### config.mk
export PLATFORM = sky130hd
export DESIGN_NAME = ramen_order_arbiter
export DESIGN_NICKNAME = d
export VERILOG_FILES = /design/src/rtl/ramen_pkg.sv /design/src/rtl/rr_arbiter4.sv /design/src/rtl/ramen_order_arbiter.sv
export SDC_FILE = /design/constraint.sdc
export NUM_CORES = 1
export LEC_CHECK = 0
export BUFFER_PORTS_ARGS = -buffer_cell sky130_fd_sc_hd__buf_2
export CAP_MARGIN = 10
export CORE_ASPECT_RATIO = 0.5
export CORE_MARGIN = 2
export CORE_UTILIZATION = 50
export CTS_CLUSTER_DIAMETER = 30
export DETAILED_ROUTE_END_ITERATION = 10
export PLACE_DENSITY = 0.92
export SLEW_MARGIN = 20
export SYNTH_ARGS = -nofsm -noshare
export SYNTH_HDL_FRONTEND = slang
export SYNTH_HIERARCHICAL = 1
export SYNTH_SLANG_ARGS = --single-unit
### constraint.sdc
create_clock -name clk -period 2.87 [get_ports clk]
set_clock_uncertainty 0.2 [all_clocks]
set_input_delay 0.1435 -clock clk [delete_from_list [all_inputs] [get_ports clk]]
set_output_delay 0.1435 -clock clk [all_outputs]
set_load 0.05 [all_outputs]
### src/rtl/ramen_pkg.sv
// Shared types for the ramen kitchen front end: ramen flavours, arbiter FSM states
// and the widths of the kitchen's end-of-session report.
package ramen_pkg;

    typedef enum logic [1:0] {
        TONKOTSU     = 2'd0,
        TONKOTSU_SOY = 2'd1,
        MISO         = 2'd2,
        MISO_SOY     = 2'd3
    } ramen_type_e;

    typedef enum logic [2:0] {
        IDLE     = 3'd0,
        OPEN     = 3'd1,
        ISSUE0   = 3'd2,
        ISSUE1   = 3'd3,
        WAIT     = 3'd4,
        TOT_WAIT = 3'd5
    } arb_state_e;

    localparam int SOLD_W = 28;
    localparam int GAIN_W = 15;

endpackage

### src/rtl/rr_arbiter4.sv
// Four-way round-robin pick: returns the first asserted request at or after ptr.
module rr_arbiter4 (
    input  logic [3:0] req,
    input  logic [1:0] ptr,
    output logic       any,
    output logic [1:0] gnt_id
);

    logic [1:0] idx;

    always_comb begin
        any    = |req;
        gnt_id = ptr;
        idx    = '0;
        // Scan from the farthest offset down so the closest requester wins last.
        for (int i = 3; i >= 0; i--) begin
            idx = ptr + 2'(i);
            if (req[idx]) begin
                gnt_id = idx;
            end
        end
    end

endmodule

### src/rtl/ramen_order_arbiter.sv
// Shares one ramen kitchen between four kiosks: session open/close, round-robin grants,
// two-beat order issue, result routing back to the kiosk and end-of-session totals.
module ramen_order_arbiter
    import ramen_pkg::*;
#(
    parameter int N_KIOSK  = 4,
    parameter int WAIT_MAX = 15
) (
    input  logic                 clk,
    input  logic                 rst,
    input  logic                 session_start,
    input  logic                 session_end,
    input  logic [N_KIOSK-1:0]   req_valid,
    input  logic [2*N_KIOSK-1:0] req_type,
    input  logic [N_KIOSK-1:0]   req_portion,
    output logic [N_KIOSK-1:0]   req_ready,
    output logic                 resp_valid,
    output logic                 resp_success,
    output logic [1:0]           resp_id,
    output logic                 tot_valid,
    output logic [SOLD_W-1:0]    tot_sold,
    output logic [GAIN_W-1:0]    tot_gain,
    output logic [7:0]           reject_cnt,
    output logic                 err,
    output logic                 k_selling,
    output logic                 k_in_valid,
    output logic                 k_portion,
    output logic [1:0]           k_ramen_type,
    input  logic                 k_out_valid_order,
    input  logic                 k_success,
    input  logic                 k_out_valid_tot,
    input  logic [SOLD_W-1:0]    k_sold_num,
    input  logic [GAIN_W-1:0]    k_total_gain
);

    localparam int CNT_W = $clog2(WAIT_MAX + 1);
    localparam logic [CNT_W-1:0] WAIT_LAST = CNT_W'(WAIT_MAX - 1);

    function automatic logic [7:0] sat_inc8(input logic [7:0] v);
        return (v == 8'hFF) ? v : v + 8'd1;
    endfunction

    arb_state_e         state, state_nxt;
    logic               close_pend, close_nxt;
    logic               final_ord, final_nxt;
    logic [1:0]         rr_ptr, ptr_nxt;
    logic [CNT_W-1:0]   wait_cnt, cnt_nxt;
    ramen_type_e        lat_type;
    logic               lat_portion;
    logic [1:0]         lat_id;

    logic [N_KIOSK-1:0] req_ready_nxt;
    logic               resp_valid_nxt, resp_success_nxt;
    logic [1:0]         resp_id_nxt;
    logic               tot_valid_nxt;
    logic [SOLD_W-1:0]  tot_sold_nxt;
    logic [GAIN_W-1:0]  tot_gain_nxt;
    logic [7:0]         reject_nxt;
    logic               err_nxt, selling_nxt, in_valid_nxt, portion_nxt;
    logic [1:0]         type_nxt;

    logic               any_req, grant_now, close_req;
    logic [1:0]         gnt_id;

    rr_arbiter4 u_rr (
        .req    (req_valid),
        .ptr    (rr_ptr),
        .any    (any_req),
        .gnt_id (gnt_id)
    );

    assign grant_now = (state == OPEN) && any_req;
    assign close_req = close_pend | session_end;

    always_comb begin
        state_nxt        = state;
        close_nxt        = close_pend;
        final_nxt        = final_ord;
        ptr_nxt          = rr_ptr;
        cnt_nxt          = wait_cnt;
        req_ready_nxt    = '0;
        resp_valid_nxt   = 1'b0;
        resp_success_nxt = resp_success;
        resp_id_nxt      = resp_id;
        tot_valid_nxt    = 1'b0;
        tot_sold_nxt     = tot_sold;
        tot_gain_nxt     = tot_gain;
        reject_nxt       = reject_cnt;
        err_nxt          = err;
        selling_nxt      = k_selling;
        in_valid_nxt     = 1'b0;
        portion_nxt      = k_portion;
        type_nxt         = k_ramen_type;

        if (state != IDLE && session_end) begin
            close_nxt = 1'b1;
        end

        case (state)
            IDLE: begin
                if (session_start) begin
                    state_nxt   = OPEN;
                    selling_nxt = 1'b1;
                    reject_nxt  = '0;
                    err_nxt     = 1'b0;
                    close_nxt   = 1'b0;
                    final_nxt   = 1'b0;
                end
            end
            OPEN: begin
                // Waiting kiosks are served before a pending close takes effect.
                if (any_req) begin
                    req_ready_nxt = N_KIOSK'(1) << gnt_id;
                    ptr_nxt       = gnt_id + 2'd1;
                    final_nxt     = 1'b0;
                    state_nxt     = ISSUE0;
                end else if (close_req) begin
                    selling_nxt = 1'b0;
                    state_nxt   = IDLE;
                end
            end
            ISSUE0: begin
                in_valid_nxt = 1'b1;
                type_nxt     = lat_type;
                if (close_req) begin
                    final_nxt   = 1'b1;
                    selling_nxt = 1'b0;
                end
                state_nxt = ISSUE1;
            end
            ISSUE1: begin
                in_valid_nxt = 1'b1;
                portion_nxt  = lat_portion;
                if (close_req) begin
                    final_nxt   = 1'b1;
                    selling_nxt = 1'b0;
                end
                cnt_nxt   = '0;
                state_nxt = WAIT;
            end
            WAIT: begin
                if (k_out_valid_order) begin
                    resp_valid_nxt   = 1'b1;
                    resp_success_nxt = k_success;
                    resp_id_nxt      = lat_id;
                    if (!k_success) begin
                        reject_nxt = sat_inc8(reject_cnt);
                    end
                    cnt_nxt   = '0;
                    state_nxt = final_ord ? TOT_WAIT : OPEN;
                end else if (wait_cnt == WAIT_LAST) begin
                    err_nxt     = 1'b1;
                    selling_nxt = 1'b0;
                    state_nxt   = IDLE;
                end else begin
                    cnt_nxt = wait_cnt + 1'b1;
                    if (close_req) begin
                        final_nxt   = 1'b1;
                        selling_nxt = 1'b0;
                    end
                end
            end
            TOT_WAIT: begin
                if (k_out_valid_tot) begin
                    tot_valid_nxt = 1'b1;
                    tot_sold_nxt  = k_sold_num;
                    tot_gain_nxt  = k_total_gain;
                    state_nxt     = IDLE;
                end else if (wait_cnt == WAIT_LAST) begin
                    err_nxt     = 1'b1;
                    selling_nxt = 1'b0;
                    state_nxt   = IDLE;
                end else begin
                    cnt_nxt = wait_cnt + 1'b1;
                end
            end
            default: begin
                selling_nxt = 1'b0;
                state_nxt   = IDLE;
            end
        endcase
    end

    always_ff @(posedge clk or posedge rst) begin
        if (rst) begin
            state        <= IDLE;
            close_pend   <= 1'b0;
            final_ord    <= 1'b0;
            rr_ptr       <= '0;
            wait_cnt     <= '0;
            req_ready    <= '0;
            resp_valid   <= 1'b0;
            resp_success <= 1'b0;
            resp_id      <= '0;
            tot_valid    <= 1'b0;
            tot_sold     <= '0;
            tot_gain     <= '0;
            reject_cnt   <= '0;
            err          <= 1'b0;
            k_selling    <= 1'b0;
            k_in_valid   <= 1'b0;
            k_portion    <= 1'b0;
            k_ramen_type <= '0;
        end else begin
            state        <= state_nxt;
            close_pend   <= close_nxt;
            final_ord    <= final_nxt;
            rr_ptr       <= ptr_nxt;
            wait_cnt     <= cnt_nxt;
            req_ready    <= req_ready_nxt;
            resp_valid   <= resp_valid_nxt;
            resp_success <= resp_success_nxt;
            resp_id      <= resp_id_nxt;
            tot_valid    <= tot_valid_nxt;
            tot_sold     <= tot_sold_nxt;
            tot_gain     <= tot_gain_nxt;
            reject_cnt   <= reject_nxt;
            err          <= err_nxt;
            k_selling    <= selling_nxt;
            k_in_valid   <= in_valid_nxt;
            k_portion    <= portion_nxt;
            k_ramen_type <= type_nxt;
        end
    end

    // Order fields are only consumed after a grant loads them, so they carry no reset.
    always_ff @(posedge clk) begin
        if (grant_now) begin
            lat_type    <= ramen_type_e'(req_type[{gnt_id, 1'b0} +: 2]);
            lat_portion <= req_portion[gnt_id];
            lat_id      <= gnt_id;
        end
    end

endmodule

## Word level (Yosys, flattened, before mapping)

Cells that the tools add are included.

| storage, ports and cells | value |
|---|---|
| bits in registers | 82 |
| input bits | 66 |
| output and inout bits | 66 |

| cells by class | value |
|---|---|
| $add $sub $neg | 6 |
| order comparisons | 5 |
| equality and inequality tests | 18 |
| shifts and indexed selects | 2 |
| mux-type cells | 59 |
| bitwise operators | 1 |
| reduce and logical (&&, ||, !) cells | 19 |

Operators with widths:

| kind | count |
|---|---|
| $mux W8 | 4 |
| $mux W1 | 28 |
| $mux W3 | 7 |
| $mux W4 | 5 |
| $ne A2 B2 Y1 const B | 10 |
| $pmux W3 S6 | 1 |
| $pmux W8 S2 | 1 |
| $lt A2 B3 Y1 const B | 5 |
| $reduce_and A5 Y1 | 3 |
| $pmux W4 S3 | 1 |
| $bmux W1 S2 | 5 |
| $reduce_and A2 Y1 | 5 |
| $reduce_bool A3 Y1 | 3 |
| $add A8 B1 Y8 const B | 1 |
| $eq A8 B8 Y1 const B | 1 |
| $mux W2 | 4 |
| $shiftx A8 B4 Y2 | 1 |
| $eq A3 B2 Y1 const B | 2 |
| $eq A3 B3 Y1 const B | 2 |
| $pmux W1 S5 | 1 |
| $add A2 B1 Y2 const B | 2 |
| $add A2 B2 Y2 const B | 2 |
| $add A4 B1 Y4 const B | 1 |
| $eq A4 B4 Y1 const B | 1 |
| other kinds (13) | 14 |

## Logic depth before layout (Yosys ltp)

| depth | value |
|---|---|
| depth in word-level cells | 10 |
| depth in mapped cells | 6 |
| gate-level depth less buffers | 6 |

## Modules after synthesis

Netlist, hierarchy kept.

Modules (own cells, without submodules):

| module | instances | cells each | area an instance (um^2) | seq. area each (um^2) |
|---|---|---|---|---|
| ramen_order_arbiter | 1 | 274 | 3573.4 | 2077.0 |
| rr_arbiter4 | 1 | 16 | 100.1 | 0.0 |

## Worst setup path after synthesis

No wires, ideal clock.

| path | value |
|---|---|
| path kind | flip-flop to flip-flop |
| from | register reject_cnt[0] |
| to | register reject_cnt[2] |
| setup time | 0.126 ns |
| arrival | 1.826 ns |
| slack | 0.717 ns |
| stages on the path, launching flop included | 6 |
| clock period less this slack | 2.153 ns |
| cell sequence | dfrtp_1 > ha_1 > nand4_1 > o211ai_4 > nor3b_1 > a311o_1 |

| between the ends | value |
|---|---|
| word-level cells in the longest chain between the ends | 5 |

RTL lines:

| what | line | text |
|---|---|---|
| from (decl) | ramen_order_arbiter.sv:23 | `output logic [7:0] reject_cnt,` |
| from (signal assigned) | ramen_order_arbiter.sv:217 | `reject_cnt <= reject_nxt;` |
| $add A8 B1 Y8 | ramen_order_arbiter.sv:40 | `return (v == 8'hFF) ? v : v + 8'd1;` |
| $mux W8 | ramen_order_arbiter.sv:40 |  |
| $mux W8 | ramen_order_arbiter.sv:146 | `if (!k_success) begin` |
| $mux W8 | ramen_order_arbiter.sv:142 | `if (k_out_valid_order) begin` |
| $pmux W8 S2 | ramen_order_arbiter.sv:99 | `case (state)` |

Parallel ways exist; a longest one is shown, timed or not. The select of a mux whose other input is x is not followed.
A chain may end at the register's enable or synchronous reset.

## Worst setup path after layout

| path | value |
|---|---|
| from | register rr_ptr[0] |
| to | register lat_type[0] (data pin) |

| between the ends | value |
|---|---|
| word-level cells in the longest chain between the ends | 8 |

RTL lines:

| what | line | text |
|---|---|---|
| from (decl) | ramen_order_arbiter.sv:46 | `logic [1:0] rr_ptr, ptr_nxt;` |
| from (signal assigned) | ramen_order_arbiter.sv:208 | `rr_ptr <= ptr_nxt;` |
| $add A2 B2 Y2 | rr_arbiter4.sv:17 | `idx = ptr + 2'(i);` |
| $bmux W1 S2 | rr_arbiter4.sv:18 | `if (req[idx]) begin` |
| $mux W1 (implied by the code) | rr_arbiter4.sv:18 |  |
| $mux W2 (3 in a row) | rr_arbiter4.sv:18 |  |
| $mux W2 * | rr_arbiter4.sv:18 |  |
| net gnt_id[1] | ramen_order_arbiter.sv:63 | `logic [1:0] gnt_id;` |
| $shiftx A8 B4 Y2 * | ramen_order_arbiter.sv:229 | `lat_type <= ramen_type_e'(req_type[{gnt_id, 1'b0} +: 2]);` |
| to (signal assigned) | ramen_order_arbiter.sv:229 |  |
| to (decl) | ramen_order_arbiter.sv:48 | `ramen_type_e lat_type;` |

Mark *: on every way through the listed nets, which the timed path passes. The rest lies on a longest branch. The select of a mux whose other input is x is not followed.

==> flow_summary.json <==
{
  "crit_slowest_cell": "dlygate4sd3_1",
  "coreArea_sq_um": 7210,
  "synthSimpleGateAreaFrac": 0.112,
  "clk_latency_ns": 0.35,
  "power.density_nw_per_um2": 1160,
  "rsz0062_at_grt": "no",
  "die_x_um": 125,
  "crit_arrival_ns": 2.59,
  "cp.depth": 5,
  "hold-path-cell-count": 3,
  "r2r_end": "lat_type[0]$_DFFE_PP_",
  "viasPerCell": 5.33,
  "tritoncts": "yes",
  "gp_congestion": 0.864,
  "clkSinkCount": 82,
  "hold_path.class": "primary input to flop",
  "synth_area_sq_um": 3670,
  "grt_pass1_wl_um": 15300,
  "via_count": 3084,
  "hold_buffers": 52,
  "worstSetupPathType": "flop to flop",
  "power.leakage_nw": 2.62,
  "hold_path_end": "state[0]$_DFFE_PP0P_",
  "r2r_slack_ns": 0.18,
  "synth-seq-cells": 82,
  "final_common_cell": "buf_2",
  "yosysUniqueCellTypes": 49,
  "slew_violations": 0,
  "synth_edf_count": 5,
  "clock_path_buffers": 2,
  "status": "complete, no violations",
  "cp-end-kind": "flop",
  "drive_gt1_frac": 0.445,
  "dr.pass1.iters": 5,
  "antenna_found_initial": 0,
  "clkTransAtPathRegs_ns": 0.06,
  "synthFlopType": "dfrtp_1",
  "path_buf_inv": 1,
  "dpl.hpwl_um": 5640,
  "ctsHtreeMaxLevel": 3,
  "max_freq_mhz": 371,
  "cts_buffers": 9,
  "postSynthCellCount": 290,
  "synth_xor_area_frac": 0,
  "period_share": 0.938,
  "synthMuxAreaShare": 0.177,
  "worst_pin_slew_ns": 0.695,
  "cts_root_buf": "clkbuf_16",
  "startpoint": "rr_ptr[0]$_DFFE_PP0P_",
  "wl_um": 9470,
  "initial_core_util": 0.509,
  "critPathMaxFanout": 7,
  "cp_cell_sequence": "and2b_2 > or4_1 > nand2_1 > mux4_2 > dlygate4sd3_1",
  "io_pins": 132,
  "finalSetupTns_ns": 0,
  "rows": 22,
  "cp_data_required_time_ns": 2.77,
  "hold_viol": 0,
  "grt_pass1_vias": 3131,
  "nets": 551,
  "cp_top_family": "simple AND/OR/NAND/NOR gates",
  "die_area_sq_um": 8090,
  "synth_top_family_by_area": "multiplexers",
  "synthAdderAreaFrac": 0.0238,
  "slew_headroom": 0.536,
  "whs_ns": 0.00852,
  "num_antenna_cells": 0,
  "ant_nets": 0,
  "post_cts_buffers": 0,
  "maxCapViolCount": 0,
  "reg2regPathDepth": 5,
  "r2r-start": "rr_ptr[0]$_DFFE_PP0P_",
  "syn2layout_area_growth_pct": 44.6,
  "grtUsageTotal": 0.242,
  "grt_max_degree": 46,
  "grt-ovfl-total": 0,
  "synth-compound-area-share": 0.0892,
  "cts_resized": 0,
  "ys.warnings.count": 6,
  "mostFrequentLayoutCells": "buf_2, dfrtp_1, dlygate4sd3_1",
  "cp-start-kind": "flop",
  "irDropWorstVdd_uv": 491,
  "dp_cells": 510,
  "critical_path.max_stage_delay_ns": 0.58,
  "setup_viol": 0,
  "instances_no_fill": 579,
  "min_period_ns": 2.69,
  "port_buffers": 131,
  "die_y_um": 64.6,
  "drc": 0,
  "ys_seq_area_frac": 0.565,
  "avgSynthCellArea_sq_um": 12.7,
  "drt-initial-drc-count": 259,
  "synth_nets": 363,
  "wire_per_inst_um": 16.4,
  "min_from": "k_out_valid_order",
  "synthArstFlopShare": 0.939
}
area by class of cell:
type / count / area [sq um]
clock buffers: 11 / 253
clock inverters: 5 / 100
fillers: 449 / 1900
inverters: 14 / 52.6
multi-input cells: 183 / 1480
flip-flops and latches: 82 / 2080
well taps: 96 / 120
repair buffers: 188 / 1230
worst register-to-register path: cells and delay by family (launching register included):
kind | cells | cell delay [ns]
DFF | 1 | 0.38
buffers and inverters | 1 | 0.58
muxes | 1 | 0.34
and+or+nand+nor | 3 | 0.95
power breakdown:
part           leakage (nW)  switching (W)  internal, W
combinational          1.43        0.00200     0.000882
sequential             1.02       0.000311      0.00164
clock                 0.176       0.000452     0.000894
state kept, by name (all words and copies together) (netlist names), 2 cells and up:
signal	count
resp_id	2
state	3
wait_cnt	4
lat_id	2
rr_ptr	2
k_ramen_type	2
req_ready	4
reject_cnt	8
tot_gain	15
tot_sold	28
lat_type	2
through the flow:
step           worst slack (ns)  power (W)  instance area (sq um)  utilization
6_report                  0.177    0.00618                   5310        0.736
5_1_grt                  0.0812    0.00645                   5310        0.736
4_1_cts                   0.197    0.00616                   5300        0.735
3_5_place_dp              0.584    0.00473                   4430        0.614
3_3_place_gp              0.675    0.00462                   4430        0.614
2_1_floorplan             0.560    0.00408                   3670            -
synth_stat cells, types with 2 or more instances:
cell type	n	area [sq um]
nand4_1	2	12.5
a21oi_1	18	90.1
a31oi_1	4	25.0
edfxtp_1	5	150
buf_6	2	22.5
mux4_2	3	67.6
o31ai_1	2	15.0
dfrtp_1	77	1930
and2_1	4	25.0
o211ai_1	4	30.0
mux2_2	51	574
and3b_1	2	17.5
nor2_1	10	37.5
or3_1	2	12.5
inv_1	14	52.6
nor2b_1	3	18.8
nand2b_1	4	25.0
nand2_1	15	56.3
and3_1	4	25.0
nand3b_1	3	22.5
nand3_1	9	45.0
and2b_2	2	17.5
ha_1	7	87.6
nor3_1	5	25.0
o21ai_0	7	35.0
buf_2	7	35.0
nor3b_1	2	15.0
worst max path at each step:
stage	end
floorplan	close_pend$_DFF_PP0_
global placement	rr_ptr[1]$_DFFE_PP0P_
detailed placement	rr_ptr[1]$_DFFE_PP0P_
CTS	lat_type[0]$_DFFE_PP_
global route	lat_type[0]$_DFFE_PP_
finish	lat_type[0]$_DFFE_PP_
routing by layer:
metal / share of wire / global-route usage / up-vias
met2: 0.53 / 0.423 / 132
li1: - / - / 1421
met1: 0.39 / 0.286 / 1502
met5: 0 / 0 / -
met3: 0.052 / 0.0578 / 29
met4: 0.028 / 0.119 / 0
cells by family (layout without fill, tap and decap cells):
group / Yosys count / in the layout
buf+inv: 25 / 218
simple gates: 73 / 73
mux: 55 / 55
flops: 82 / 82
fa+ha+maj: 7 / 7
compound gates: 48 / 48
Power figures use the tool's default switching activity.
